[config.mk]
export PLATFORM = sky130hd
export DESIGN_NAME = uart_prog_loader
export DESIGN_NICKNAME = d
export VERILOG_FILES = /design/src/rtl/uart_prog_loader.sv
export SDC_FILE = /design/constraint.sdc
export NUM_CORES = 1
export LEC_CHECK = 0
export CAP_MARGIN = 10
export CORE_UTILIZATION = 35
export CTS_CLUSTER_DIAMETER = 50
export DETAILED_ROUTE_END_ITERATION = 10
export GPL_TIMING_DRIVEN = 0
export PLACE_DENSITY_LB_ADDON = 0.12
export SLEW_MARGIN = 20
export SYNTH_ARGS = -nofsm -noshare
export SYNTH_HDL_FRONTEND = slang
export SYNTH_SLANG_ARGS = --single-unit
export TNS_END_PERCENT = 100
[constraint.sdc]
create_clock -name clk -period 6.6 [get_ports clk]
set_clock_uncertainty 0.1 [all_clocks]
set_input_delay 0.66 -clock clk [delete_from_list [all_inputs] [get_ports clk]]
set_output_delay 0.66 -clock clk [all_outputs]
set_load 0.005 [all_outputs]
[src/rtl/uart_prog_loader.sv]
// UART program loader and run controller for the pipelined MIPS datapath.
// Receives 8N1 bytes on rx, decodes LOAD/RUN/STEP/HALT/CLRERR commands,
// writes loaded instruction words to instruction memory and drives the
// pipeline latch enable.
// Optional: define LOADER_CHECKSUM_EN to require an XOR checksum byte after
// the last LOAD word.
// Ports:
//   clk        system clock, rising edge
//   reset      asynchronous active-low reset
//   rx         UART serial input, idle high, asynchronous to clk
//   imem_we    instruction-memory write strobe (one cycle per word)
//   imem_addr  byte address of the written word (multiple of 4)
//   imem_wdata instruction word
//   le         pipeline latch enable
//   busy       high while a LOAD transfer is in progress
//   rx_err     sticky framing / checksum error flag
module uart_prog_loader #(
    parameter int unsigned BAUD_DIV = 326,
    parameter int unsigned ADDR_W   = 32,
    parameter int unsigned CNT_W    = 16
) (
    input  logic              clk,
    input  logic              reset,
    input  logic              rx,
    output logic              imem_we,
    output logic [ADDR_W-1:0] imem_addr,
    output logic [31:0]       imem_wdata,
    output logic              le,
    output logic              busy,
    output logic              rx_err
);

    localparam int unsigned DIV_W = $clog2(BAUD_DIV);
    localparam int unsigned IDX_W = ADDR_W - 2;

    // 16x oversample tick, free running
    logic [DIV_W-1:0] div_cnt;
    logic             tick_c;

    assign tick_c = (div_cnt == DIV_W'(BAUD_DIV - 1));

    always_ff @(posedge clk or negedge reset) begin
        if (!reset)      div_cnt <= '0;
        else if (tick_c) div_cnt <= '0;
        else             div_cnt <= div_cnt + DIV_W'(1);
    end

    // 2-flop synchroniser plus one delayed copy for edge detection
    logic rx_meta, rx_sync, rx_prev;

    always_ff @(posedge clk or negedge reset) begin
        if (!reset) begin
            rx_meta <= 1'b1;
            rx_sync <= 1'b1;
            rx_prev <= 1'b1;
        end else begin
            rx_meta <= rx;
            rx_sync <= rx_meta;
            rx_prev <= rx_sync;
        end
    end

    // RX deserialiser
    typedef enum logic [1:0] {RX_IDLE, RX_START, RX_DATA, RX_STOP} rx_state_t;
    rx_state_t  rx_state, rx_state_nxt;
    logic [3:0] os_cnt;
    logic [2:0] bit_cnt;
    logic [7:0] rx_shift;
    logic       byte_v_c, frm_err_c;

    always_ff @(posedge clk or negedge reset) begin
        if (!reset) rx_state <= RX_IDLE;
        else        rx_state <= rx_state_nxt;
    end

    always_comb begin
        rx_state_nxt = rx_state;
        case (rx_state)
            RX_IDLE:  if (rx_prev && !rx_sync) rx_state_nxt = RX_START;
            // mid-start re-check; a high line here was only a glitch
            RX_START: if (tick_c && os_cnt == 4'd7)
                          rx_state_nxt = rx_sync ? RX_IDLE : RX_DATA;
            RX_DATA:  if (tick_c && os_cnt == 4'd15 && bit_cnt == 3'd7)
                          rx_state_nxt = RX_STOP;
            RX_STOP:  if (tick_c && os_cnt == 4'd15) rx_state_nxt = RX_IDLE;
            default:  rx_state_nxt = RX_IDLE;
        endcase
    end

    always_comb begin
        byte_v_c  = 1'b0;
        frm_err_c = 1'b0;
        if (rx_state == RX_STOP && tick_c && os_cnt == 4'd15) begin
            byte_v_c  = rx_sync;
            frm_err_c = !rx_sync;
        end
    end

    always_ff @(posedge clk or negedge reset) begin
        if (!reset) begin
            os_cnt   <= '0;
            bit_cnt  <= '0;
            rx_shift <= '0;
        end else begin
            case (rx_state)
                RX_IDLE: begin
                    os_cnt  <= '0;
                    bit_cnt <= '0;
                end
                RX_START: if (tick_c) os_cnt <= (os_cnt == 4'd7) ? 4'd0 : os_cnt + 4'd1;
                RX_DATA: if (tick_c) begin
                    os_cnt <= os_cnt + 4'd1;
                    if (os_cnt == 4'd15) begin
                        rx_shift <= {rx_sync, rx_shift[7:1]};
                        bit_cnt  <= bit_cnt + 3'd1;
                    end
                end
                RX_STOP: if (tick_c) os_cnt <= os_cnt + 4'd1;
                default: os_cnt <= '0;
            endcase
        end
    end

    // Command FSM
    typedef enum logic [2:0] {
        C_IDLE, C_CNT_HI, C_CNT_LO, C_DATA
`ifdef LOADER_CHECKSUM_EN
        , C_CHK
`endif
    } cmd_state_t;

    cmd_state_t        cmd_state, cmd_state_nxt;
    logic [7:0]        cnt_hi, cnt_hi_nxt;
    logic [CNT_W-1:0]  words_left, words_left_nxt, count_c;
    logic [23:0]       word_buf, word_buf_nxt;
    logic [1:0]        byte_idx, byte_idx_nxt;
    logic [IDX_W-1:0]  index, index_nxt;
    logic              step_pend, step_pend_nxt;
    logic              imem_we_nxt, le_nxt, busy_nxt, rx_err_nxt;
    logic [ADDR_W-1:0] imem_addr_nxt;
    logic [31:0]       imem_wdata_nxt;
`ifdef LOADER_CHECKSUM_EN
    logic [7:0]        chk, chk_nxt;
`endif

    assign count_c = CNT_W'({cnt_hi, rx_shift});

    always_ff @(posedge clk or negedge reset) begin
        if (!reset) cmd_state <= C_IDLE;
        else        cmd_state <= cmd_state_nxt;
    end

    // Loads end in IDLE, or in CHK when the checksum byte is required
    always_comb begin
        cmd_state_nxt = cmd_state;
        if (byte_v_c) begin
            case (cmd_state)
                C_IDLE:   if (rx_shift == 8'h01) cmd_state_nxt = C_CNT_HI;
                C_CNT_HI: cmd_state_nxt = C_CNT_LO;
                C_CNT_LO:
`ifdef LOADER_CHECKSUM_EN
                    cmd_state_nxt = (count_c == '0) ? C_CHK : C_DATA;
`else
                    cmd_state_nxt = (count_c == '0) ? C_IDLE : C_DATA;
`endif
                C_DATA:
                    if (byte_idx == 2'd3 && words_left == CNT_W'(1))
`ifdef LOADER_CHECKSUM_EN
                        cmd_state_nxt = C_CHK;
`else
                        cmd_state_nxt = C_IDLE;
`endif
                default:  cmd_state_nxt = C_IDLE;
            endcase
        end
    end

    // Next values of registered outputs and loader datapath
    always_comb begin
        imem_we_nxt    = 1'b0;
        imem_addr_nxt  = imem_addr;
        imem_wdata_nxt = imem_wdata;
        le_nxt         = le;
        busy_nxt       = busy;
        rx_err_nxt     = rx_err;
        cnt_hi_nxt     = cnt_hi;
        words_left_nxt = words_left;
        word_buf_nxt   = word_buf;
        byte_idx_nxt   = byte_idx;
        index_nxt      = index;
        step_pend_nxt  = 1'b0;
`ifdef LOADER_CHECKSUM_EN
        chk_nxt        = chk;
`endif
        // a single step holds le for exactly one cycle
        if (step_pend) le_nxt = 1'b0;
        if (frm_err_c) rx_err_nxt = 1'b1;
        if (byte_v_c) begin
            case (cmd_state)
                C_IDLE: begin
                    case (rx_shift)
                        8'h01: begin
                            le_nxt   = 1'b0;
                            busy_nxt = 1'b1;
`ifdef LOADER_CHECKSUM_EN
                            chk_nxt  = '0;
`endif
                        end
                        8'h02: le_nxt = 1'b1;
                        8'h03: if (!le) begin
                            le_nxt        = 1'b1;
                            step_pend_nxt = 1'b1;
                        end
                        8'h04: le_nxt = 1'b0;
                        8'h05: rx_err_nxt = 1'b0;
                        default: ;
                    endcase
                end
                C_CNT_HI: cnt_hi_nxt = rx_shift;
                C_CNT_LO: begin
                    words_left_nxt = count_c;
                    byte_idx_nxt   = '0;
`ifndef LOADER_CHECKSUM_EN
                    if (count_c == '0) busy_nxt = 1'b0;
`endif
                end
                C_DATA: begin
                    word_buf_nxt = {word_buf[15:0], rx_shift};
                    byte_idx_nxt = byte_idx + 2'd1;
`ifdef LOADER_CHECKSUM_EN
                    chk_nxt      = chk ^ rx_shift;
`endif
                    if (byte_idx == 2'd3) begin
                        imem_we_nxt    = 1'b1;
                        imem_addr_nxt  = {index, 2'b00};
                        imem_wdata_nxt = {word_buf, rx_shift};
                        words_left_nxt = words_left - CNT_W'(1);
                        if (words_left == CNT_W'(1)) begin
                            index_nxt = '0;
`ifndef LOADER_CHECKSUM_EN
                            busy_nxt  = 1'b0;
`endif
                        end else begin
                            index_nxt = index + IDX_W'(1);
                        end
                    end
                end
`ifdef LOADER_CHECKSUM_EN
                C_CHK: begin
                    busy_nxt = 1'b0;
                    if (rx_shift != chk) rx_err_nxt = 1'b1;
                end
`endif
                default: ;
            endcase
        end
    end

    always_ff @(posedge clk or negedge reset) begin
        if (!reset) begin
            imem_we    <= 1'b0;
            imem_addr  <= '0;
            imem_wdata <= '0;
            le         <= 1'b0;
            busy       <= 1'b0;
            rx_err     <= 1'b0;
            cnt_hi     <= '0;
            words_left <= '0;
            word_buf   <= '0;
            byte_idx   <= '0;
            index      <= '0;
            step_pend  <= 1'b0;
`ifdef LOADER_CHECKSUM_EN
            chk        <= '0;
`endif
        end else begin
            imem_we    <= imem_we_nxt;
            imem_addr  <= imem_addr_nxt;
            imem_wdata <= imem_wdata_nxt;
            le         <= le_nxt;
            busy       <= busy_nxt;
            rx_err     <= rx_err_nxt;
            cnt_hi     <= cnt_hi_nxt;
            words_left <= words_left_nxt;
            word_buf   <= word_buf_nxt;
            byte_idx   <= byte_idx_nxt;
            index      <= index_nxt;
            step_pend  <= step_pend_nxt;
`ifdef LOADER_CHECKSUM_EN
            chk        <= chk_nxt;
`endif
        end
    end

endmodule

; Yosys cells after proc, flatten, opt, wreduce, memory -nomap -nowiden
; Index checks and enable logic that the tools add are counted.
[word_totals]
output_inout_bits = 68
inputBits = 3
word_cells = 129
reg_bits = 179
[op_classes]
muxes = 45
n_reduce_logical = 27
addsub = 6
n_eq_ne = 30
[ops]
columns = operator, count
row1 = $pmux W16 S2, 1
row2 = $add A30 B1 Y30 const B, 1
row3 = $mux W30, 1
row4 = $ne A2 B2 Y1 const B, 12
row5 = $mux W1, 21
row6 = $eq A16 B1 Y1 const B, 1
row7 = $eq A8 B2 Y1 const B, 2
row8 = $eq A8 B3 Y1 const B, 2
row9 = $logic_not A16 Y1, 1
row10 = $mux W16, 1
row11 = $sub A16 B1 Y16 const B, 1
row12 = $reduce_and A3 Y1, 5
row13 = $mux W2, 6
row14 = $mux W3, 4
row15 = $mux W4, 3
row16 = $pmux W3 S4, 1
row17 = $pmux W4 S3, 1
row18 = $add A9 B1 Y9 const B, 1
row19 = $eq A9 B9 Y1 const B, 1
row20 = $mux W9, 1
row21 = $eq A8 B1 Y1 const B, 1
row22 = $pmux W2 S4, 1
row23 = $reduce_and A2 Y1, 4
row24 = $logic_and A1 B1 Y1, 7
row25 = other kinds (22), 28

; Longest topological paths before layout
; Gate-level depths: netlist of run 1.
[depth]
ltp_word = 8
mapped_depth = 10
ltp_nobuf = 8

; Worst setup path after synthesis of run 1
; Ideal clock, no wire load.
[synth_timing]
path_kind = reg-to-reg
from = reg div_cnt[1]
to = reg word_buf[16]
path_stages_with_launch = 8
period_less_slack_ps = 2345
path_slack_ps = 4255
arrival_ps = 2121
path_cell_list = dfrtp_1 > inv_1 > ha_1 > nand4bb_1 > nor4_2 > nand2_2 > buf_1 > mux2_2
[synth_via]
elab_chain_cells = 5
[synth_rtl]
columns = item, line
row1 = start: declaration, 37  ; logic [DIV_W-1:0] div_cnt;
row2 = start signal: assignment, 45  ; else div_cnt <= div_cnt + DIV_W'(1);
row3 = $eq A9 B9 Y1, 40  ; assign tick_c = (div_cnt == DIV_W'(BAUD_DIV - 1));
row4 = $logic_and A1 B1 Y1 (2 in series), 93  ; if (rx_state == RX_STOP && tick_c && os_cnt == 4'd15) begin
row5 = $mux W1, 93
row6 = $reduce_and A2 Y1 (no line), -
row7 = end signal: assignment, 285  ; word_buf <= word_buf_nxt;
row8 = end: declaration, 135  ; logic [23:0] word_buf, word_buf_nxt;
; No other way between the ends.
; A chain may end at the register's enable or synchronous reset.

; Final worst setup path of run 1
[layout_timing]
from = reg div_cnt[1]
to = reg imem_addr[29]
[layout_via]
elab_chain_cells = 5
[layout_rtl]
columns = item, line
row1 = $eq A9 B9 Y1, 40
row2 = $logic_and A1 B1 Y1 (2 in series), 93
row3 = $mux W1, 93
row4 = $reduce_and A3 Y1 (no line), -
row5 = end signal: assignment, 278  ; imem_addr <= imem_addr_nxt;
row6 = end: declaration, 26  ; output logic [ADDR_W-1:0] imem_addr,
; No other way between the ends.

==> reports/summary.txt, run 1 <==
==========================================================================================
Length of the first detailed-routing pass in iterations                                  5
Post-synthesis sequential area ratio                                                 0.547
Layout overhead on the synthesized area                                              20.6%
I/O Buffers                                                                             68
Clock tree from TritonCTS                                                            built
Area of the die                                                               0.0239 sq mm
Highest attainable clock frequency                                               0.314 GHz
Global Route met1 Usage                                                              0.257
Die Y-Extent                                                                        155 um
Maximum clock insertion buffer count                                                     2
Num CTS Buffers                                                                         17
Final-report max-slew violation count                                                    0
CP endpoint                                                                   imem_addr[29]
Status                                                                        finished clean
CTS Hold Bufs                                                                            0
CTS Root Buffer Type                                                          sky130_fd_sc_hd__clkbuf_16
Routability congestion estimate from global placement                                0.798
HPWL after DPL                                                                     14.0 mm
Global routing usage on met2                                                         0.270
Share of synthesized cell area in full adder, half adder and majority cells         0.0138
Number of cells produced by synthesis                                                  848
Utilization after layout                                                             0.433
Cell variety after synth                                                                57
Clk sink count                                                                         178
Largest net degree at the start of global routing                                       71
Cell Count, Final, Fillers Out                                                        1236
Die W                                                                               155 um
Post-route antenna net violation count                                                   0
First-iteration detailed-routing DRC count                                             354
FF+latch count, synth                                                                  178
Area fraction of the dominant cell type after synthesis                              0.537
Initial antenna violation count                                                          0
Final global-route overflow total                                                        0
Number of cell instances on the worst register-to-register path                          7
Reported leakage power                                                             4.52 nW
Xor and xnor fraction of the mapped netlist area                                   0.00967
Tmin final                                                                         3.18 ns
Final Hold Fails                                                                         0
Antenna fix cells                                                                        0
DR vias/cell                                                                          5.21
Count of placed standard cells including taps                                         1204
Cell type with the highest aggregate area in the netlist                      sky130_fd_sc_hd__dfrtp_1
Final worst hold slack                                                           0.0115 ns
Number of global-route vias before repair                                             6212
Compound-gate portion of the synthesized area                                        0.115
Fraction of synthesis flops using an asynchronous set or reset pin                    1.00
Unrepaired setup endpoints after global routing                                      false
Maximum vdd drop                                                                  0.170 mV
Post-Place Setup Slack                                                             3.38 ns
Initial cell density of the core                                                     0.359
Core area                                                                     0.0227 sq mm
Cell count along the critical path                                                       7
Launching element of the worst setup path                                       div_cnt[1]
Fraction of synthesized area in multiplexers                                        0.0563
Number of I/O pins                                                                      71
Cell Chain, Critical Path                                                     inv_1 -> ha_1 -> nand4bb_1 -> nor4_2 -> nand3_1 -> clkbuf_1 -> o21ai_0
Critical register-to-register path endpoint                                   imem_addr[29]
Crit path max-delay cell type                                                 sky130_fd_sc_hd__nor4_2
Number of setup buffers added after CTS                                                  0
# Max-Cap Violations                                                                     0
Post-synth top flop                                                           sky130_fd_sc_hd__dfrtp_1
Clock latency of the later-clocked register in the worst-skew pair                 0.42 ns
Worst path bufs/invs                                                                     2
H-tree lvl count                                                                         4
Path class of the lowest-slack min-delay path                                  in -> async
Reg-to-reg slack, setup                                                            3.42 ns
Yosys warning count                                                                      0
Number of enable flip-flop cells after synthesis                                         0
Global-route wire length before repair                                             33.4 mm
Crit path arrival time                                                             3.41 ns
Largest family of logic cells by synthesized area                             simple AND/OR/NAND/NOR gates
Final net count                                                                        950
Vias post-DR                                                                          6444
Remaining routing DRC violations                                                         0
Maximum fanout count along the critical path                                            10
WL/cell                                                                            16.1 um
Synth top area cells                                                          sky130_fd_sc_hd__dfrtp_1 54%, sky130_fd_sc_hd__nand2_1 10%, sky130_fd_sc_hd__mux2_2 5.4%
Critical Path Start Type                                                              flop
Fraction of met3 tracks used by global routing                                      0.0294
Worst path top cell family by delay                                           simple AND/OR/NAND/NOR gates
Clock slew at reported path FFs                                                    0.08 ns
Count of cells resized by post-cts repair                                                0
Critical path's largest stage delay                                                0.86 ns
Commonest cells in the synthesized netlist                                    217 x sky130_fd_sc_hd__nand2_1, 175 x sky130_fd_sc_hd__dfrtp_1, 54 x sky130_fd_sc_hd__o21ai_0, 44 x sky130_fd_sc_hd__a21oi_1, 39 x sky130_fd_sc_hd__mux2_2
Worst relative slew slack                                                            0.310
Most common cell in the netlist                                               sky130_fd_sc_hd__nand2_1
Worst Setup Slack, final                                                           3.42 ns
Standard-cell rows                                                                      55
Final number of setup-violating endpoints                                                0
Critical path class                                                             reg -> reg
Sort of element at the end of the critical path                                       flop
Filler cells                                                                          2245
Synthesized-area fraction occupied by and/or/nand/nor cells                          0.226
Critical path data required time                                                   6.83 ns
Worst-Margin Slew                                                                  1.03 ns
Critical R2R Launch                                                             div_cnt[1]
Fraction of final layout cells sized beyond drive strength 1                         0.106
Post-route fraction of the period consumed by the critical path                      0.482
Power density over the cells                                                   215 mW/mm^2
Total Routed Length                                                                20.0 mm
Post-synth design cell area                                                   0.00815 sq mm
Overall fraction of global-route tracks in use                                       0.176
Layer with the highest usage                                                          met2
Post-synthesis area per instance                                                9.61 sq um
==========================================================================================
-- layer usage --
layer | wire length, um | vias up
met5 | 0 | -
met4 | 221 | 0
met3 | 543 | 17
met2 | 8980 | 118
met1 | 10200 | 3159
li1 | - | 3150
-- cell families (layout without fill, tap and decap cells) --
logic type / Yosys count / in the layout
AOI/OAI and AO/OA: 156 / 156
adders and majority gates: 9 / 9
DFF: 178 / 178
muxes: 41 / 41
and+or+nand+nor: 391 / 391
buffers and inverters: 63 / 165
xor gates and xnor gates: 9 / 9
other: 1 / 2
-- final cells by class --
| class | instances | area, sq um | area share |
|---|---|---|---|
| inverter | 18 | 67.6 | 0.00687 |
| buffer | 45 | 188 | 0.0191 |
| clock inverter | 15 | 146 | 0.0149 |
| clock buffer | 17 | 425 | 0.0433 |
| timing repair buffer | 70 | 741 | 0.0753 |
| multi-input combinational | 608 | 3450 | 0.351 |
| tap | 285 | 357 | 0.0363 |
| sequential | 178 | 4460 | 0.453 |
-- cells in the final DEF, fill, tap and decap left out, types with 4 or more instances in the layout --
cell type | netlist | final
sky130_fd_sc_hd__a21o_1 | 6 | 6
sky130_fd_sc_hd__a21oi_1 | 44 | 44
sky130_fd_sc_hd__a22oi_1 | 7 | 7
sky130_fd_sc_hd__a31oi_1 | 7 | 7
sky130_fd_sc_hd__and2_1 | 13 | 13
sky130_fd_sc_hd__and3_1 | 10 | 10
sky130_fd_sc_hd__and4_1 | 4 | 4
sky130_fd_sc_hd__buf_2 | 8 | 8
sky130_fd_sc_hd__clkbuf_1 | 31 | 31
sky130_fd_sc_hd__clkbuf_16 | 0 | 17
sky130_fd_sc_hd__clkdlybuf4s50_1 | 0 | 67
sky130_fd_sc_hd__dfrtp_1 | 175 | 175
sky130_fd_sc_hd__ha_1 | 9 | 9
sky130_fd_sc_hd__inv_1 | 18 | 18
sky130_fd_sc_hd__inv_6 | 0 | 4
sky130_fd_sc_hd__mux2_2 | 39 | 39
sky130_fd_sc_hd__nand2_1 | 217 | 217
sky130_fd_sc_hd__nand2b_1 | 8 | 8
sky130_fd_sc_hd__nand3_1 | 25 | 25
sky130_fd_sc_hd__nand4_1 | 17 | 17
sky130_fd_sc_hd__nor2_1 | 37 | 37
sky130_fd_sc_hd__nor3_1 | 9 | 9
sky130_fd_sc_hd__nor4_1 | 13 | 12
sky130_fd_sc_hd__o21ai_0 | 54 | 54
sky130_fd_sc_hd__o22ai_1 | 6 | 6
sky130_fd_sc_hd__o31ai_1 | 14 | 14
sky130_fd_sc_hd__o41ai_1 | 4 | 4
sky130_fd_sc_hd__or3_1 | 13 | 13
sky130_fd_sc_hd__or4_1 | 6 | 6
sky130_fd_sc_hd__xor2_1 | 7 | 7
-- worst min-delay path by stage --
stage,end,slack [ns],cells past startpoint
after floorplan,rx_sync,0.25,0
after global placement,rx_sync,0.25,0
after CTS,imem_wdata[28],0.02,1
after global routing,imem_wdata[28],0.02,1
after detailed placement,rx_sync,0.25,0
final,imem_wdata[28],0.01,1
-- state kept, by name, summed over array words and instances (netlist names), 3 cells and up, named ones only --
signal / flops
div_cnt: 9
imem_addr: 30
imem_wdata: 32
cnt_hi: 8
index: 30
os_cnt: 4
words_left: 16
word_buf: 24
rx_shift: 8
bit_cnt: 3
-- per-stage QoR --
step                power [mW]  area, sq um  TNS [ns]
floorplan                 1.13         8160         0
detailed placement        1.16         9260         0
global placement          1.15         9190   -529.79
global route              2.19         9830         0
CTS                       2.14         9830         0
finish                    2.11         9830         0
-- report_power, final --
group / switching [mW] / internal (mW) / total (mW)
Combinational: 0.0288 / 0.00912 / 0.0379
Clock: 0.475 / 0.501 / 0.976
Sequential: 0.00262 / 1.09 / 1.10
No activity file was read; power rests on OpenSTA's default activity.
==> run 2, diff against run 1 <==
==> constraint.sdc (replaced) <==
create_clock -name clk -period 3.3 [get_ports clk]
set_clock_uncertainty 0.1 [all_clocks]
set_input_delay 0.33 -clock clk [delete_from_list [all_inputs] [get_ports clk]]
set_output_delay 0.33 -clock clk [all_outputs]
set_load 0.005 [all_outputs]
==> reports/summary.txt, run 2 (synthesis gave the netlist of run 1 again) <==
=================================================================================
Remaining routing DRC violations                                                0
Power density over the cells                                          428 mW/mm^2
Total Routed Length                                                       19.9 mm
Cell Chain, Critical Path                                            inv_1 -> ha_1 -> nand4bb_1 -> nor4_1 -> nand3_1 -> inv_1 -> nand2_1 -> o31ai_1
Critical register-to-register path endpoint                             index[22]
Flip-flop count of the largest register after layout                           32
Largest net degree at the start of global routing                              71
Die W                                                                      155 um
Critical path class                                                    reg -> reg
Status                                                               finished clean
Final Hold Fails                                                                0
Maximum fanout count along the critical path                                    8
Path class of the lowest-slack min-delay path                           in -> reg
Number of I/O pins                                                             71
Commonest non-fill, non-tap cell in the layout                       sky130_fd_sc_hd__nand2_1
Number of cell instances on the worst register-to-register path                 8
Tmin final                                                                3.03 ns
Post-route fraction of the period consumed by the critical path             0.918
Initial antenna violation count                                                 0
Antenna fix cells                                                               0
Die Y-Extent                                                               155 um
Clock slew at reported path FFs                                           0.07 ns
Maximum clock insertion buffer count                                            2
First-iteration detailed-routing DRC count                                    357
Vias post-DR                                                                 6461
Final net count                                                               951
Final worst hold slack                                                   0.205 ns
Final global-route overflow total                                               0
Cells on Worst Hold Path                                                        1
DR vias/cell                                                                 5.22
Sort of element at the end of the critical path                              flop
CTS Root Buffer Type                                                 sky130_fd_sc_hd__clkbuf_16
Overall fraction of global-route tracks in use                              0.176
Largest registers                                                    imem_wdata: 32 flops, imem_addr: 30 flops, index: 30 flops
Unrepaired setup endpoints after global routing                             false
Crit path arrival time                                                    3.24 ns
I/O Buffers                                                                    68
Min-Delay Startpoint                                                           rx
Highest attainable clock frequency                                      0.330 GHz
HPWL after DPL                                                            14.0 mm
Register with the highest flop count                                   imem_wdata
Critical Path Start Type                                                     flop
Final number of setup-violating endpoints                                       0
Clock latency of the later-clocked register in the worst-skew pair        0.42 ns
Reg-to-reg slack, setup                                                   0.27 ns
Num CTS Buffers                                                                17
Area of the die                                                      0.0239 sq mm
Crit path max-delay cell type                                        sky130_fd_sc_hd__nor4_1
Commonest non-fill, non-tap cells in the layout                      217 x sky130_fd_sc_hd__nand2_1, 175 x sky130_fd_sc_hd__dfrtp_1, 67 x sky130_fd_sc_hd__clkdlybuf4s50_1
Fraction of final layout cells sized beyond drive strength 1                0.106
Clock tree from TritonCTS                                                   built
Post-Place Setup Slack                                                  0.0787 ns
Worst-Margin Slew                                                         1.03 ns
Standard-cell rows                                                             55
Initial cell density of the core                                            0.359
Hold path endpoint                                                        rx_meta
Critical path data required time                                          3.52 ns
Post-route antenna net violation count                                          0
Total negative slack                                                         0 ns
WL/cell                                                                   16.1 um
H-tree lvl count                                                                4
Most prevalent standard cell on the critical path                    sky130_fd_sc_hd__inv_1
Maximum vdd drop                                                         0.340 mV
Layout overhead on the synthesized area                                     20.8%
Core area                                                            0.0227 sq mm
Worst path top cell family by delay                                  simple AND/OR/NAND/NOR gates
Filler cells                                                                 2242
Routability congestion estimate from global placement                       0.798
Length of the first detailed-routing pass in iterations                         5
Critical R2R Launch                                                    div_cnt[1]
Number of setup buffers added after CTS                                         0
Global-route wire length before repair                                    33.4 mm
Final-report max-slew violation count                                           0
Worst Setup Slack, final                                                 0.272 ns
Worst relative slew slack                                                   0.309
Worst path bufs/invs                                                            2
Number of global-route vias before repair                                    6212
Reported leakage power                                                    4.55 nW
Critical path's largest stage delay                                       0.87 ns
# Max-Cap Violations                                                            0
Clk sink count                                                                178
=================================================================================
## run 2: power breakdown
part / internal [mW] / switching [mW] / total, mW
clock network: 1.00 / 0.948 / 1.95
registers: 2.18 / 0.00525 / 2.19
logic: 0.0189 / 0.0576 / 0.0766
## run 2: worst max-delay path by stage
stage | endpoint | cells after the start | from | slack [ns]
2_1_floorplan | word_buf[16] | 7 | div_cnt[1] | 0.95
3_3_place_gp | div_cnt[3] | 1 | reset | -6.00
3_5_place_dp | imem_addr[29] | 7 | div_cnt[1] | 0.08
4_1_cts | imem_addr[29] | 7 | div_cnt[1] | 0.06
5_1_grt | index[17] | 9 | div_cnt[1] | 0.04
6_report | index[22] | 8 | div_cnt[1] | 0.27
## run 2: worst register-to-register path, delay by kind of cell (launching register included)
kind	cells	cell delay, ns
simple gates	4	1.70
flops	1	0.41
compound gates	1	0.34
buf+inv	2	0.26
fa+ha+maj	1	0.13
## run 2: through the flow
step	power (mW)	instance area, sq um	instances	utilization
final	4.22	9850	1237	0.434
after global routing	4.38	9850	1237	0.434
after CTS	4.28	9840	1237	0.433
after detailed placement	2.31	9260	1204	0.408
after global placement	2.31	9190	1202	0.405
after floorplan	2.25	8160	849	-
## run 2: layout make-up
type | count | area (sq um) | area share
flip-flops and latches | 178 | 4460 | 0.453
multi-input cells | 608 | 3460 | 0.351
repair buffers | 71 | 751 | 0.0762
clock buffers | 17 | 425 | 0.0432
well taps | 285 | 357 | 0.0362
plain buffers | 45 | 188 | 0.0191
clock inverters | 15 | 146 | 0.0149
inverters | 18 | 67.6 | 0.00686
## run 2: metal layers
metal	routed length, um	global-route usage
met1	10100	0.258
met2	9050	0.270
met3	551	0.0291
met4	214	0.0420
met5	0	0
## run 2: timing repair
action | 4_1_cts | 5_1_grt
hold endpoints to repair | 41 | 0
endpoints found under the setup margin | 0 | 64
hold buffers | 1 | 0
gates resized for setup | 0 | 1
==> run 3, diff against run 2 <==
--- a/config.mk
+++ b/config.mk
@@ -5,8 +5,8 @@
 export SDC_FILE = /design/constraint.sdc
 export NUM_CORES = 1
 export LEC_CHECK = 0
-export CAP_MARGIN = 10
-export CORE_UTILIZATION = 35
+export CAP_MARGIN = 20
+export CORE_UTILIZATION = 55
 export CTS_CLUSTER_DIAMETER = 50
 export DETAILED_ROUTE_END_ITERATION = 10
 export GPL_TIMING_DRIVEN = 0
==> reports/summary.txt, run 3 (synthesis gave the netlist of run 1 again) <==
=================================================================================
Power density over the cells                                          441 mW/mm^2
H-tree lvl count                                                                4
Highest attainable clock frequency                                      0.331 GHz
I/O Buffers                                                                    68
Switching power of the nets                                              0.913 mW
Clk sink count                                                                178
Num CTS Buffers                                                                17
Global-route wire length before repair                                    30.5 mm
Clock latency of the later-clocked register in the worst-skew pair        0.43 ns
Maximum vdd drop                                                         0.330 mV
Clock tree from TritonCTS                                                   built
Filler cells                                                                 1102
Vias post-DR                                                                 6529
Number of global-route vias before repair                                    6277
Final net count                                                               950
Worst-Margin Slew                                                        0.919 ns
Layout overhead on the synthesized area                                     19.1%
Sort of element at the end of the critical path                              flop
Utilization after layout                                                    0.671
Final Hold Fails                                                                0
Post-route fraction of the period consumed by the critical path             0.916
Tmin final                                                                3.02 ns
Maximum clock insertion buffer count                                            2
Final number of setup-violating endpoints                                       0
Path class of the lowest-slack min-delay path                           in -> reg
Length of the first detailed-routing pass in iterations                         5
Critical Path Start Type                                                     flop
DR vias/cell                                                                 5.76
Overall fraction of global-route tracks in use                              0.258
Register with the highest flop count                                   imem_wdata
Critical path data required time                                          3.48 ns
Total Routed Length                                                       18.6 mm
Crit path arrival time                                                    3.21 ns
# Max-Cap Violations                                                            0
Post-route antenna net violation count                                          0
Largest registers                                                    imem_wdata: 32 flops, imem_addr: 30 flops, index: 30 flops
Total negative slack                                                         0 ns
Final-report max-slew violation count                                           0
Commonest non-fill, non-tap cell in the layout                       sky130_fd_sc_hd__nand2_1
WL/cell                                                                   16.4 um
Worst relative slew slack                                                   0.382
Proportion of power drawn by the clock network                              0.472
CTS Root Buffer Type                                                 sky130_fd_sc_hd__clkbuf_16
Count of placed standard cells including taps                                1102
Cells on Worst Hold Path                                                        1
Routability congestion estimate from global placement                       0.914
Commonest non-fill, non-tap cells in the layout                      217 x sky130_fd_sc_hd__nand2_1, 175 x sky130_fd_sc_hd__dfrtp_1, 67 x sky130_fd_sc_hd__clkdlybuf4s50_1
Initial cell density of the core                                            0.563
Die Y-Extent                                                               124 um
Switching power share of the total                                          0.213
Standard-cell rows                                                             44
Flip-flop count of the largest register after layout                           32
Maximum fanout count along the critical path                                   10
Internal Pwr Total                                                        3.37 mW
Cell Count, Final, Fillers Out                                               1134
Final global-route overflow total                                               0
Initial antenna violation count                                                 0
Largest net degree at the start of global routing                              99
HPWL after DPL                                                            13.1 mm
Share of power burned in registers                                          0.512
Number of cell instances on the worst register-to-register path                 8
Die W                                                                      124 um
Area of the die                                                      0.0153 sq mm
Core area                                                            0.0145 sq mm
Unrepaired setup endpoints after global routing                             false
Status                                                               finished clean
Remaining routing DRC violations                                                0
Clock slew at reported path FFs                                           0.06 ns
Critical path class                                                    reg -> reg
Reported leakage power                                                    4.53 nW
Number of I/O pins                                                             71
Antenna fix cells                                                               0
First-iteration detailed-routing DRC count                                    600
Fraction of final layout cells sized beyond drive strength 1                0.102
Combinational Power Share                                                   0.016
=================================================================================
-- run 3: changes by cell type in the layout (fill, tap and decap cells not counted), sizes merged --
cell	before	now
buf	16	15
bufinv	0	2
clkbuf	49	53
clkinv	8	3
clkinvlp	1	2
inv	24	21
-- run 3: layout make-up --
class | count | area, sq um | share of cell area
repair buffers | 70 | 723 | 0.0745
well taps | 184 | 230 | 0.0237
plain buffers | 45 | 188 | 0.0193
clock buffers | 21 | 460 | 0.0474
multi-input cells | 608 | 3460 | 0.356
clock inverters | 10 | 126 | 0.0130
inverters | 18 | 67.6 | 0.00696
flip-flops and latches | 178 | 4460 | 0.459
-- run 3: timing repair --
item	4_1_cts	5_1_grt
setup endpoints to repair	0	49
endpoints found under the hold margin	80	0
hold buffers	1	0
resized for setup	0	1
buffers inserted	0	0
-- run 3: routing by layer --
metal,share of wire,vias to the layer above,track usage,routed length [um]
li1,-,3146,-,-
met1,0.46,3182,0.351,8570
met2,0.48,168,0.416,8950
met3,0.041,33,0.0394,761
met4,0.019,0,0.106,361
met5,0,-,0,0
-- run 3: worst paths after layout --
check / startpoint / endpoint / slack (ns)
min reg2reg: rx_meta / rx_sync / 0.26
min: rx / rx_meta / 0.21
min in group asynchronous: reset / imem_wdata[27] / 0.37
max in group asynchronous: reset / rx_prev / 1.85
max reg2reg: div_cnt[1] / words_left[11] / 0.28
max: div_cnt[1] / words_left[11] / 0.28
-- run 3: power by group through the flow --
stage	sequential (mW)	combinational (mW)	clock, mW
after floorplan	2.23	0.0187	0
after global placement	2.23	0.0654	0
after detailed placement	2.23	0.0723	0
after CTS	2.19	0.0734	2.05
after global routing	2.19	0.0824	2.12
final	2.19	0.0698	2.02
-- run 3: critical path, cell delays in order (launching register included) --
cell                        delay [ns]
sky130_fd_sc_hd__dfrtp_1          0.41
sky130_fd_sc_hd__inv_1            0.07
sky130_fd_sc_hd__ha_1             0.14
sky130_fd_sc_hd__nand4bb_1        0.28
sky130_fd_sc_hd__nor4_2           0.72
sky130_fd_sc_hd__and3_1           0.26
sky130_fd_sc_hd__clkbuf_1         0.35
sky130_fd_sc_hd__clkbuf_1         0.41
sky130_fd_sc_hd__a21oi_1          0.14
-- run 3: stage by stage --
step | instance area, sq um | total power, mW | worst slack, ns | hold WS (ns)
final | 9710 | 4.28 | 0.277 | 0.214
after global routing | 9710 | 4.40 | 0.0358 | 0.203
after CTS | 9700 | 4.31 | 0.135 | 0.209
after detailed placement | 9110 | 2.30 | 0.158 | 0.250
after global placement | 9070 | 2.30 | -5.23 | 0.246
after floorplan | 8160 | 2.25 | 0.955 | -0.0656
